==> src/rtl/systolic_job_sched_pkg.sv <==
// Shared types for the systolic-array job scheduler: array FSM state, scheduler FSM state
// and the job descriptor carried through the FIFO.
package systolic_job_sched_pkg;

    typedef enum logic [2:0] {
        IDLE,
        WAITING_MEMORY_A,
        WAITING_MEMORY_B,
        COMPUTE,
        WRITEBACK
    } state_t;

    typedef enum logic [1:0] {
        S_IDLE,
        S_ISSUE,
        S_WAIT,
        S_DONE
    } sched_state_t;

    typedef struct packed {
        logic [11:0] addr_a;
        logic [11:0] addr_b;
        logic [11:0] addr_c;
        logic [3:0]  n;
        logic [0:0]  src;
        logic [1:0]  tag;
    } job_t;

    function automatic logic n_is_legal(input logic [3:0] n, input int unsigned max_n);
        return (n != 4'd0) && ({28'd0, n} <= max_n);
    endfunction

endpackage

==> src/rtl/systolic_job_sched_fifo.sv <==
// Synchronous FIFO for job descriptors; DEPTH must be a power of two so the pointers
// wrap by natural overflow.
module job_fifo
    import systolic_job_sched_pkg::*;
#(
    parameter int unsigned DEPTH = 4,
    parameter type T = job_t
) (
    input  logic                     clk,
    input  logic                     rst,
    input  logic                     push,
    input  T                         push_data,
    input  logic                     pop,
    output T                         pop_data,
    output logic                     full,
    output logic                     empty,
    output logic [$clog2(DEPTH):0]   count
);

    localparam int unsigned AW = $clog2(DEPTH);

    T               mem_q [DEPTH];
    logic [AW-1:0]  wr_ptr_q, wr_ptr_d;
    logic [AW-1:0]  rd_ptr_q, rd_ptr_d;
    logic [AW:0]    count_q, count_d;
    logic           do_push, do_pop;

    assign full     = (count_q == (AW + 1)'(DEPTH));
    assign empty    = (count_q == '0);
    assign count    = count_q;
    assign pop_data = mem_q[rd_ptr_q];

    always_comb begin
        do_push  = push && !full;
        do_pop   = pop && !empty;
        wr_ptr_d = wr_ptr_q;
        rd_ptr_d = rd_ptr_q;
        count_d  = count_q;
        if (do_push) begin
            wr_ptr_d = wr_ptr_q + 1'b1;
        end
        if (do_pop) begin
            rd_ptr_d = rd_ptr_q + 1'b1;
        end
        if (do_push && !do_pop) begin
            count_d = count_q + 1'b1;
        end else if (do_pop && !do_push) begin
            count_d = count_q - 1'b1;
        end
    end

    always_ff @(posedge clk) begin
        if (rst) begin
            wr_ptr_q <= '0;
            rd_ptr_q <= '0;
            count_q  <= '0;
        end else begin
            wr_ptr_q <= wr_ptr_d;
            rd_ptr_q <= rd_ptr_d;
            count_q  <= count_d;
        end
    end

    always_ff @(posedge clk) begin
        if (do_push) begin
            mem_q[wr_ptr_q] <= push_data;
        end
    end

endmodule

==> src/rtl/systolic_job_sched.sv <==
// Round-robin job scheduler in front of the systolic array: queues descriptors from two
// requesters, issues them one at a time and reports completion, rejection or timeout.
module systolic_job_sched
    import systolic_job_sched_pkg::*;
#(
    parameter int unsigned N       = 4,
    parameter int unsigned DEPTH   = 4,
    parameter int unsigned TIMEOUT = 255
) (
    input  logic                    clk,
    input  logic                    rst,
    input  logic [1:0]              req_valid,
    output logic [1:0]              req_ready,
    input  logic [1:0][11:0]        req_addr_a,
    input  logic [1:0][11:0]        req_addr_b,
    input  logic [1:0][11:0]        req_addr_c,
    input  logic [1:0][3:0]         req_n,
    output logic                    arr_new_data,
    output logic [11:0]             arr_addr_A,
    output logic [11:0]             arr_addr_B,
    output logic [11:0]             arr_addr_C,
    output logic [3:0]              arr_n,
    input  state_t                  arr_state,
    output logic                    done_valid,
    output logic                    done_src,
    output logic [1:0]              done_tag,
    output logic                    done_err,
    output logic                    busy,
    output logic [$clog2(DEPTH):0]  q_count
);

    logic                    rr_ptr_q, rr_ptr_d;
    logic [1:0]              tag_q, tag_d;
    logic                    grant, accept;
    job_t                    push_job, head_job;
    logic                    fifo_pop, fifo_full, fifo_empty;
    logic [$clog2(DEPTH):0]  fifo_count;

    sched_state_t            state_q, state_d;
    job_t                    active_q, active_d;
    logic [7:0]              wd_q, wd_d;
    state_t                  arr_state_prev_q;
    logic                    arr_new_data_q, arr_new_data_d;
    logic                    done_valid_q, done_valid_d;
    logic                    done_src_q, done_src_d;
    logic [1:0]              done_tag_q, done_tag_d;
    logic                    done_err_q, done_err_d;
    logic                    wb_fall, wd_expired;

    job_fifo #(
        .DEPTH (DEPTH),
        .T     (job_t)
    ) u_fifo (
        .clk       (clk),
        .rst       (rst),
        .push      (accept),
        .push_data (push_job),
        .pop       (fifo_pop),
        .pop_data  (head_job),
        .full      (fifo_full),
        .empty     (fifo_empty),
        .count     (fifo_count)
    );

    // Full is taken from the registered count, so a same-cycle pop does not free a slot.
    always_comb begin
        grant     = req_valid[rr_ptr_q] ? rr_ptr_q : ~rr_ptr_q;
        accept    = !rst && (req_valid != 2'b00) && !fifo_full;
        req_ready = 2'b00;
        if (accept) begin
            req_ready[grant] = 1'b1;
        end
        push_job = '{addr_a: req_addr_a[grant], addr_b: req_addr_b[grant],
                     addr_c: req_addr_c[grant], n: req_n[grant], src: grant, tag: tag_q};
        rr_ptr_d = accept ? ~grant : rr_ptr_q;
        tag_d    = accept ? tag_q + 2'd1 : tag_q;
    end

    // wd_q counts WAIT cycles; with the ISSUE and DONE cycles added, the error pulse
    // lands exactly TIMEOUT cycles after the start pulse.
    assign wb_fall    = (arr_state_prev_q == WRITEBACK) && (arr_state != WRITEBACK);
    assign wd_expired = (({1'b0, wd_q} + 9'd2) == 9'(TIMEOUT));

    always_comb begin
        state_d        = state_q;
        active_d       = active_q;
        wd_d           = wd_q;
        fifo_pop       = 1'b0;
        arr_new_data_d = 1'b0;
        done_valid_d   = 1'b0;
        done_src_d     = 1'b0;
        done_tag_d     = 2'b00;
        done_err_d     = 1'b0;
        unique case (state_q)
            S_IDLE: begin
                if (!fifo_empty) begin
                    fifo_pop = 1'b1;
                    active_d = head_job;
                    if (n_is_legal(head_job.n, N)) begin
                        state_d        = S_ISSUE;
                        arr_new_data_d = 1'b1;
                    end else begin
                        state_d      = S_DONE;
                        done_valid_d = 1'b1;
                        done_src_d   = head_job.src;
                        done_tag_d   = head_job.tag;
                        done_err_d   = 1'b1;
                    end
                end
            end
            S_ISSUE: begin
                state_d = S_WAIT;
                wd_d    = 8'd0;
            end
            S_WAIT: begin
                wd_d = wd_q + 8'd1;
                if (wb_fall || wd_expired) begin
                    state_d      = S_DONE;
                    done_valid_d = 1'b1;
                    done_src_d   = active_q.src;
                    done_tag_d   = active_q.tag;
                    done_err_d   = !wb_fall;
                end
            end
            S_DONE: begin
                state_d = S_IDLE;
            end
            default: begin
                state_d = S_IDLE;
            end
        endcase
    end

    always_ff @(posedge clk) begin
        if (rst) begin
            rr_ptr_q         <= 1'b0;
            tag_q            <= 2'd0;
            state_q          <= S_IDLE;
            active_q         <= '0;
            wd_q             <= 8'd0;
            arr_state_prev_q <= IDLE;
            arr_new_data_q   <= 1'b0;
            done_valid_q     <= 1'b0;
            done_src_q       <= 1'b0;
            done_tag_q       <= 2'd0;
            done_err_q       <= 1'b0;
        end else begin
            rr_ptr_q         <= rr_ptr_d;
            tag_q            <= tag_d;
            state_q          <= state_d;
            active_q         <= active_d;
            wd_q             <= wd_d;
            arr_state_prev_q <= arr_state;
            arr_new_data_q   <= arr_new_data_d;
            done_valid_q     <= done_valid_d;
            done_src_q       <= done_src_d;
            done_tag_q       <= done_tag_d;
            done_err_q       <= done_err_d;
        end
    end

    assign arr_new_data = arr_new_data_q;
    assign arr_addr_A   = active_q.addr_a;
    assign arr_addr_B   = active_q.addr_b;
    assign arr_addr_C   = active_q.addr_c;
    assign arr_n        = active_q.n;
    assign done_valid   = done_valid_q;
    assign done_src     = done_src_q;
    assign done_tag     = done_tag_q;
    assign done_err     = done_err_q;
    assign busy         = !fifo_empty || (state_q != S_IDLE);
    assign q_count      = fifo_count;

endmodule
==> config.mk <==
export PLATFORM = sky130hd
export DESIGN_NAME = systolic_job_sched
export DESIGN_NICKNAME = d
export VERILOG_FILES = /design/src/rtl/systolic_job_sched_pkg.sv /design/src/rtl/systolic_job_sched_fifo.sv /design/src/rtl/systolic_job_sched.sv
export SDC_FILE = /design/constraint.sdc
export NUM_CORES = 1
export LEC_CHECK = 0
export ABC_CLOCK_PERIOD_IN_PS = 3100
export CORE_MARGIN = 1.5
export CORE_UTILIZATION = 25
export DETAILED_ROUTE_END_ITERATION = 8
export SLEW_MARGIN = 20
export SYNTH_ARGS = -nofsm -noshare
export SYNTH_HDL_FRONTEND = slang
export SYNTH_SLANG_ARGS = --single-unit
==> constraint.sdc <==
create_clock -name clk -period 3.1 [get_ports clk]
set_input_delay 0.465 -clock clk [delete_from_list [all_inputs] [get_ports clk]]
set_output_delay 0.465 -clock clk [all_outputs]
set_load 0.05 [all_outputs]
Word-level counts from Yosys, hierarchy flattened. Memory sizes are Yosys's and may differ from the RTL's. A register that Yosys moved wholly into a read port is not among the register bits. Index checks and enable logic that the tools add are counted.

Flip-flop bits (word level): 72. Output and inout bits: 52. Memories kept: 1. RAM bits: 172.

Memory list: u_fifo.mem_q (words 4, bits a word 43, read ports 1, clocked after memory_dff 1, wr ports 1, line systolic_job_sched_fifo.sv:22) `T mem_q [DEPTH];`.

Add/sub/neg operators: 7. Bitwise operators: 4. Magnitude comparators: 4. Eq/ne operators: 9. Reduce and logical (&&, ||, !) cells: 27. Mux-type cells: 42.

Operators with widths (number): 12-bit 2-to-1 mux (6); 2-bit 2-to-1 mux (9); 1-bit 2-to-1 mux (16); 8-bit one-hot mux with 2 select lines (1); 8-bit by 2-bit adder with 9-bit output (second input constant) (1); 9-bit by 8-bit == test with 1-bit output (second input constant) (1); 1-bit logical AND (9); 8-bit by 1-bit adder with 8-bit output (second input constant) (1); 4-bit 2-to-1 mux (2); 2-bit one-hot mux with 4 select lines (1); 2-bit nonzero test (4); 2-bit by 1-bit adder with 2-bit output (second input constant) (3); 3-bit == test (second input constant) (2); 1-bit zero test (6); 3-bit 2-to-1 mux (2); 1-bit one-hot mux with 2 select lines (3); 2-bit == test (second input constant) (2); 4-bit by 3-bit less-or-equal comparator with 1-bit output (second input constant) (1); 1-bit by 2-bit less-than comparator with 1-bit output (second input constant) (2); 2-bit != test (second input constant) (2); 1-bit NOT (4); 2-bit one-hot mux with 2 select lines (1); 2-bit AND reduction (2); 4-bit nonzero test (1); 10 further kinds (11).

Depth between registers and ports, before layout. Gate-level depths: netlist (run 1).

Word-level depth: 8. Depth in mapped cells: 11. Gate-level depth less buffers: 10.

By module. Synthesis (run 1) repeated with hierarchy kept, for this count alone.

Cell total of the unflattened synthesis: 747. Area total of the unflattened synthesis: 9994.6 µm².

By module, submodules not included: job_fifo (cells an instance 273, times used 1, area an instance 6718.9 µm²); systolic_job_sched (cells an instance 474, times used 1, area an instance 3275.6 µm²).

Worst setup path after synthesis (run 1). Ideal clock, no wire load.

Path kind: reg2reg. Start: register u_fifo.count_q[0] (netlist: u_fifo.count[0]). End: memory u_fifo.mem_q[1][0] (netlist name), enable pin. Arrival time: 2.618 ns. Path slack: 0.078 ns. Clock period less this slack: 3.022 ns. Cell stages (with the launch flop): 5. Buffers on the path: 1. Cells stage by stage: dfxtp_1 -> nor2_1 -> a211oi_1 -> clkbuf_1 -> and2_1.

Longest elaborated chain between the ends: 6.

RTL lines: start: declaration (line systolic_job_sched_fifo.sv:25) `logic [AW:0] count_q, count_d;`; start signal: assignment (line systolic_job_sched_fifo.sv:60) `count_q <= count_d;`; 3-bit == test (*) (line systolic_job_sched_fifo.sv:28) `assign full = (count_q == (AW + 1)'(DEPTH));`; 1-bit zero test (*) (line systolic_job_sched_fifo.sv:34, systolic_job_sched.sv:68); 1-bit logical AND (line systolic_job_sched.sv:68) `accept = !rst && (req_valid != 2'b00) && !fifo_full;`; 1-bit logical AND (*) (line systolic_job_sched_fifo.sv:34) `do_push = push && !full;`; via u_fifo.do_push (line systolic_job_sched_fifo.sv:26) `logic do_push, do_pop;`; 1-bit 2-to-1 mux (*) (line systolic_job_sched_fifo.sv:65) `if (do_push) begin`; 1-bit 2-to-1 mux (implied by the code) (*) (line systolic_job_sched_fifo.sv:66) `mem_q[wr_ptr_q] <= push_data;`; end: declaration (line systolic_job_sched_fifo.sv:22).

Mark *: on every way through the listed nets, which the timed path passes. The rest lies on a longest branch.

Worst setup path after layout (run 1).
Start: register u_fifo.count_q[0] (netlist: u_fifo.count[0]). End: output busy.

Longest elaborated chain between the ends: 3.

RTL lines: 3-bit zero test (line systolic_job_sched_fifo.sv:29) `assign empty = (count_q == '0);`; 1-bit zero test (line systolic_job_sched.sv:171) `assign busy = !fifo_empty || (state_q != S_IDLE);`; 1-bit logical OR (line systolic_job_sched.sv:171); end: declaration (line systolic_job_sched.sv:28) `output logic busy,`.

No other way between the ends.

==> results.yml, run 1 <==
outcome:
  status: "finished clean"
timing:
  fin_crit_sh_pct: 90.3
  final.min_clock_period_ns: 2.80
  final_max_slew_viol_count: 0
  skew_ns: 0.0203
  relSlewSlack_pct: 56.0
  timing.fmax_ghz: 0.357
  rsz0062_at_grt: "no"
  hold_viol: 0
  timing.setup.tns_ns: 0
  setup_violations: 0
  tightest_slew_ns: 0.658
synthesis:
  postSynthCellCount: 737
  ys_async_sr_fraction_pct: 0
  synth.top_cell.area_share_pct: 52.4
  synthTopCellsByArea: "edfxtp_1 52%, dfxtp_1 15%, mux4_2 9.6%"
  synth_nets: 835
  ys_ff_latch: 246
  ys_seq_area_share_pct: 67.4
  syn_area_um2: 9860
  synth_warnings: 0
  yosysMostFrequentCell: "nand2_1"
  synth_area_per_cell_um2: 13.4
  synth_top_cell_by_area: "edfxtp_1"
  synth-edff-count: 172
  synthTopCellsByCount: "209 x nand2_1, 172 x edfxtp_1, 74 x dfxtp_1, 46 x a21oi_1, 42 x mux4_2"
  yosysUniqueCellTypes: 43
  yosys_most_used_dff: "edfxtp_1"
placement:
  dp_hpwl_um: 14100
  gp_congestion: 0.697
  port_buffers: 138
drt:
  routedWlPerCell_um: 15.8
  drc: 0
  ant_nets: 0
  wl_met1_um: 10200
  vias: 5754
  dr_wl_met3_um: 864
  wl_met2_um: 10300
  highest_layer: "met4"
  wirelength_um: 22000
  drtPass1Iterations: 6
  vias_per_cell: 4.15
  drt_iter0_drc: 304
power_and_ir_drop:
  ir_worst_vdd_mv: 0.359
  p_leak_nw: 4.34
  power_density_nw_per_um2: 902
  power.total_mw: 11.3
grt:
  grt_first_pass_wirelength_um: 33700
  grt_pass1_vias: 5955
  grt_usage_pct: 10.6
  grt_max_degree: 47
  overflow: 0
  antenna_found_initial: 0
clock_tree:
  cts_buffer_depth: 3
  cts_tree: "done"
  cts_resized: 0
  cts-hold-fix-buffers: 0
  cts_root_buffer: "clkbuf_16"
  clkTransAtPathRegs_ns: 0.06
  numCtsBuffers: 27
  htree_num_levels: 1
  post-cts-setup-buffer-count: 0
  clk_latency_ns: 0.55
  cts_sinks: 246
floorplanning:
  num_rows: 72
  design.die.area_um2: 40600
  coreArea_um2: 38800
  initial_core_util_pct: 25.4
  die_height_um: 202
  io_pins: 139
  die_x_um: 202
critical_path:
  critPathMaxFanout: 5
  required_ns: 2.63
  arrival_ns: 2.33
  start_kind: "flip-flop"
  cp-end-kind: "primary output"
  crit_type: "reg2out"
cells_and_area:
  nFillCells: 3846
  layout-drive-gt1-share_pct: 13.8
  finalNetCount: 947
  fin_util_pct: 32.4
  antenna_cells: 0
  areaGrowthSynthToFinish_pct: 27.4
run:
  drv_cap: 0
min_path:
  hold_class: "in2reg"
-- worst max-delay path: stages, from the launching register on --
cell and delay, ns:
dfxtp_1 0.46, nor3_1 0.10, buf_4 0.16, and2_1 0.18, inv_1 0.07, clkdlybuf4s50_1 0.81
-- cell families after synthesis --
family                   Yosys count  share of synthesized area (%)
AO/OA/AOI/OAI                     65                           3.79
XOR/XNOR                          13                           1.15
flip-flops                       246                           67.4
AND/OR/NAND/NOR                  268                           11.0
multiplexers                      46                           10.2
buffers and inverters             88                           5.00
adder cells (fa/ha/maj)           11                           1.47
-- layout make-up --
type | instances | area (um2) | share of cell area, %
inverters | 13 | 48.8 | 0.388
flip-flops and latches | 246 | 6650 | 53.0
multi-input cells | 403 | 2750 | 21.9
clock buffers | 38 | 767 | 6.11
repair buffers | 158 | 1540 | 12.2
clock inverters | 12 | 156 | 1.25
well taps | 518 | 648 | 5.16
-- state kept, by name (all words and copies together) (netlist names), named ones only --
name / count
done_err: 1
u_fifo.count: 3
u_fifo.wr_ptr_q: 2
wd_q: 8
arr_addr_B: 12
done_valid: 1
arr_state_prev_q: 3
u_fifo.mem_q: 172
arr_new_data: 1
arr_n: 4
active_q: 3
tag_q: 2
done_src: 1
arr_addr_A: 12
state_q: 2
arr_addr_C: 12
rr_ptr_q: 1
done_tag: 2
u_fifo.rd_ptr_q: 2
-- final timing paths --
path / startpoint / to / slack, ns / cells past startpoint
max reg2reg: flip-flop / done_tag[0] / 0.88 / 5
max: u_fifo.count[0] / busy / 0.30 / 5
min reg2reg: arr_addr_C[6] / arr_addr_C[6] / 0.45 / 2
min: rst / tag_q[1] / 0.33 / 2
-- through the flow --
step | instances | area, um2 | hold slack [ns] | setup slack [ns]
6_report | 1388 | 12600 | 0.328 | 0.301
2_1_floorplan | 737 | 9860 | 0.437 | 0.0777
3_5_place_dp | 1338 | 11600 | 0.447 | 0.472
3_3_place_gp | 1338 | 11600 | 0.445 | 0.485
4_1_cts | 1388 | 12600 | 0.313 | 0.248
5_1_grt | 1388 | 12600 | 0.336 | 0.192
-- layer usage --
metal | track usage, % | vias to the layer above
li1 | - | 2799
met1 | 13.7 | 2795
met2 | 18.3 | 128
met3 | 1.99 | 32
met4 | 2.88 | 0
met5 | 0 | -
-- placed cells by master (no fill, tap or decap), drive strengths merged, types with 5 or more instances in the layout --
cell type and instances:
ha 10, and2 11, nand3 5, a21oi 47, dfxtp 74, nand2 209, xor2 7, inv 14
buf 23, nor2 25, edfxtp 172, mux4 43, o21ai 6, clkinv 6, xnor2 6, clkdlybuf4s50 135
clkbuf 38
-- where the power goes --
| group | internal [mW] | total (mW) | switching (mW) |
|---|---|---|---|
| combinational | 1.32 | 3.64 | 2.32 |
| clock | 1.98 | 3.28 | 1.30 |
| sequential | 4.17 | 4.41 | 0.241 |
| total | 7.47 | 11.3 | 3.86 |
No activity file was read; power rests on OpenSTA's default activity.
==> run 2, diff against run 1 <==
--- a/config.mk
+++ b/config.mk
@@ -6,7 +6,6 @@
 export NUM_CORES = 1
 export LEC_CHECK = 0
 export ABC_CLOCK_PERIOD_IN_PS = 3100
-export CORE_MARGIN = 1.5
 export CORE_UTILIZATION = 25
 export DETAILED_ROUTE_END_ITERATION = 8
 export SLEW_MARGIN = 20
==> results.yml, run 2 (synthesis results as in run 1) <==
outcome:
  status: "finished clean"
grt:
  use_met1_pct: 13.9
  overflow: 0
  grt_use_met2_pct: 18.4
  antenna_found_initial: 0
  grt_max_degree: 65
  grt_usage_pct: 10.8
  grt_first_pass_wirelength_um: 33900
  grt_pass1_vias: 5936
  grt_use_met3_pct: 2.21
  grt-busiest-layer: "met2"
min_path:
  hold_class: "in2reg"
  hold_path_depth: 5
clock_tree:
  cts-hold-fix-buffers: 0
  clk_latency_ns: 0.56
  htree_num_levels: 1
  cts_buffer_depth: 3
  numCtsBuffers: 28
  cts_tree: "done"
  clkTransAtPathRegs_ns: 0.06
  cts_sinks: 246
  post-cts-setup-buffer-count: 0
  cts_root_buffer: "clkbuf_16"
  cts_resized: 0
timing:
  final_max_slew_viol_count: 0
  fin_crit_sh_pct: 91.1
  skew_ns: 0.0360
  hold_viol: 0
  setup_violations: 0
  timing.fmax_ghz: 0.354
  timing.setup.tns_ns: 0
  relSlewSlack_pct: 45.5
  rsz0062_at_grt: "no"
  tightest_slew_ns: 0.818
  final.min_clock_period_ns: 2.82
placement:
  port_buffers: 138
  place_area_um2: 11600
  gp_congestion: 0.699
  dp_hpwl_um: 13500
critical_path:
  arrival_ns: 2.36
  start_kind: "flip-flop"
  r2r_cells: 5
  cp_slowest_cell: "clkdlybuf4s50_1"
  cpPeakStageDelay_ns: 0.80
  required_ns: 2.63
  cp-end-kind: "primary output"
  crit_type: "reg2out"
  crit_chain: "nor3_1 > buf_4 > and2_1 > inv_1 > clkdlybuf4s50_1"
  critPathMaxFanout: 5
drt:
  wirelength_um: 21800
  vias_per_cell: 4.17
  drc: 0
  vias: 5774
  ant_nets: 0
  routedWlPerCell_um: 15.7
  drt_iter0_drc: 237
  drtPass1Iterations: 6
run:
  drv_cap: 0
cells_and_area:
  fin_area_um2: 12600
  top_register: "u_fifo.mem_q"
  largest_register_ffs: 172
  layout-drive-gt1-share_pct: 13.6
  final_common_cell: "nand2_1"
  areaGrowthSynthToFinish_pct: 27.9
  antenna_cells: 0
  most-common-layout-cells: "209 x nand2_1, 172 x edfxtp_1, 135 x clkdlybuf4s50_1, 72 x dfxtp_1, 46 x a21oi_1"
  finalNetCount: 944
floorplanning:
  coreArea_um2: 38700
  die_x_um: 201
  initial_core_util_pct: 25.5
  die_height_um: 201
  num_rows: 72
  io_pins: 139
  design.die.area_um2: 40200
power_and_ir_drop:
  ir_worst_vdd_mv: 0.388
  power_density_nw_per_um2: 912
  p_leak_nw: 4.33
[run 2: per-stage QoR]
step | util, % | setup slack [ns] | total power, mW | hold WS (ns) | cells
after floorplan | - | 0.0777 | 7.18 | 0.437 | 737
after global placement | 30.0 | 0.471 | 8.15 | 0.446 | 1334
after detailed placement | 30.0 | 0.431 | 8.21 | 0.449 | 1334
after CTS | 32.6 | 0.224 | 11.7 | 0.368 | 1386
after global routing | 32.6 | 0.124 | 12.1 | 0.423 | 1386
final | 32.6 | 0.276 | 11.5 | 0.395 | 1386
[run 2: worst paths after layout]
| check | slack, ns | startpoint | end |
|---|---|---|---|
| setup / recovery | 0.28 | u_fifo.count[0] | busy |
| setup reg to reg | 0.85 | flip-flop | state_q[1] |
| hold / removal | 0.39 | rst | rr_ptr_q |
| hold reg to reg | 0.45 | arr_n[0] | arr_n[0] |
[run 2: critical path, delay by kind of cell, from the launching register on]
| family | cells | cell delay, ns |
|---|---|---|
| buf+inv | 3 | 1.05 |
| flops | 1 | 0.45 |
| simple gates | 2 | 0.31 |
[run 2: layout make-up]
cell class	instances	area (um2)
multi-input cells	403	2750
clock buffers	36	751
fillers	3888	26100
well taps	518	648
flip-flops and latches	246	6650
repair buffers	154	1530
clock inverters	16	226
inverters	13	48.8
[run 2: where the power goes]
group	switching (mW)	leakage, nW	internal (mW)
clock	1.33	0.460	2.13
sequential	0.260	2.19	4.17
combinational	2.29	1.69	1.32
[run 2: per-layer routing]
layer | wire length [um] | vias to the layer above
met2 | 10400 | 130
met1 | 9940 | 2822
li1 | - | 2796
met4 | 442 | 0
met5 | 0 | -
met3 | 967 | 26
==> run 3, diff against run 2 <==
--- a/config.mk
+++ b/config.mk
@@ -5,9 +5,10 @@
 export SDC_FILE = /design/constraint.sdc
 export NUM_CORES = 1
 export LEC_CHECK = 0
-export ABC_CLOCK_PERIOD_IN_PS = 3100
 export CORE_UTILIZATION = 25
 export DETAILED_ROUTE_END_ITERATION = 8
+export RECOVER_POWER = 50
+export SETUP_SLACK_MARGIN = 0.3
 export SLEW_MARGIN = 20
 export SYNTH_ARGS = -nofsm -noshare
 export SYNTH_HDL_FRONTEND = slang
==> results.yml, run 3 (synthesis results as in run 1) <==
outcome:
  status: "complete, but fails checks"
  violations: "max-capacitance violations, max-slew violations"
drt:
  routedWlPerCell_um: 15.9
  wirelength_um: 22100
  ant_nets: 0
  drtPass1Iterations: 5
  drt_iter0_drc: 219
  drc: 0
  vias_per_cell: 4.16
  vias: 5775
power_and_ir_drop:
  ir_worst_vdd_mv: 0.326
  power_density_nw_per_um2: 894
  power.total_mw: 11.2
  p_leak_nw: 4.30
cells_and_area:
  largest_register_ffs: 172
  nFillCells: 3898
  antenna_cells: 0
  fin_util_pct: 32.3
  finalNetCount: 946
  top_register: "u_fifo.mem_q"
  areaGrowthSynthToFinish_pct: 27.0
  final_common_cell: "nand2_1"
  layout-drive-gt1-share_pct: 12.4
  most-common-layout-cells: "209 x nand2_1, 172 x edfxtp_1, 134 x clkdlybuf4s50_1, 72 x dfxtp_1, 46 x a21oi_1"
floorplanning:
  num_rows: 72
  die_x_um: 201
  coreArea_um2: 38700
  initial_core_util_pct: 25.5
  io_pins: 139
  design.die.area_um2: 40200
  die_height_um: 201
grt:
  overflow: 0
  grt_pass1_vias: 5890
  grt_use_met2_pct: 19.2
  antenna_found_initial: 0
  grt_max_degree: 65
  grt_first_pass_wirelength_um: 34200
  use_met1_pct: 13.9
  grt_use_met3_pct: 2.01
  grt_usage_pct: 11.0
  grt-busiest-layer: "met2"
clock_tree:
  clkTransAtPathRegs_ns: 0.06
  cts_root_buffer: "clkbuf_16"
  cts_sinks: 246
  htree_num_levels: 1
  numCtsBuffers: 28
  cts_buffer_depth: 3
  post-cts-setup-buffer-count: 0
  clk_latency_ns: 0.54
  cts_tree: "done"
  cts-hold-fix-buffers: 0
  cts_resized: 1
timing:
  rsz0062_at_grt: "no"
  final_max_slew_viol_count: 65
  skew_ns: 0.0135
  final.min_clock_period_ns: 2.57
  timing.setup.tns_ns: 0
  hold_viol: 0
  relSlewSlack_pct: -6.91
  timing.fmax_ghz: 0.389
  tightest_slew_ns: 1.60
  setup_violations: 0
  fin_crit_sh_pct: 82.8
placement:
  dp_hpwl_um: 13700
  gp_congestion: 0.726
  port_buffers: 138
critical_path:
  start_kind: "input port"
  crit_family: "buffers and inverters"
  cp-end-kind: "primary output"
  required_ns: 2.63
  cp_slowest_cell: "mux2i_1"
  critPathMaxFanout: 7
  cpPeakStageDelay_ns: 0.67
  crit_type: "in2out"
  crit_chain: "clkdlybuf4s50_1 > inv_1 > mux2i_1 > inv_2 > and2_1 > buf_4"
  cp.buffers_inverters: 4
  arrival_ns: 2.10
min_path:
  hold_class: "in2reg"
run:
  drv_cap: 1
run 3: where the power goes:
part | total [mW] | internal (mW) | switching (mW)
Combinational | 3.63 | 1.30 | 2.33
Clock | 3.17 | 1.89 | 1.28
Sequential | 4.40 | 4.17 | 0.233
run 3: final timing paths:
check	start	end	slack, ns	depth (start not counted)
worst max-delay path	req_valid[0]	req_ready[1]	0.53	6
worst max register to register	u_fifo.count[0]	u_fifo.mem_q[3][23]	0.59	5
worst min-delay path	rst	u_fifo.wr_ptr_q[1]	0.45	5
worst min register to register	arr_n[3]	arr_n[3]	0.45	2
run 3: area by class of cell:
class	count	area (um2)	share of cell area (%)
clock inverters	12	128	1.02
well taps	518	648	5.18
repair buffers	156	1560	12.4
multi-input cells	403	2730	21.8
flip-flops and latches	246	6650	53.1
inverters	13	48.8	0.390
clock buffers	40	766	6.11
run 3: per-layer routing:
layer / up-vias / wire, um
met5: - / 0
met4: 0 / 520
met3: 34 / 915
met2: 127 / 10800
met1: 2803 / 9860
li1: 2811 / -
run 3: worst reg2reg max path, stage by stage (launching register included):
cell      delay, ns
dfxtp_1        0.46
nor2_1         0.08
a211oi_1       0.32
buf_4          0.26
and2_0         0.79
buf_12         0.28
run 3: stage by stage:
stage          hold WS [ns]  cells  setup WS [ns]  instance area [um2]
2_1_floorplan         0.437    737          0.312                 9870
3_3_place_gp          0.443   1336          0.397                11700
3_5_place_dp          0.447   1336          0.386                11700
4_1_cts               0.392   1388          0.530                12600
5_1_grt               0.468   1388          0.273                12500
6_report              0.447   1388          0.532                12500
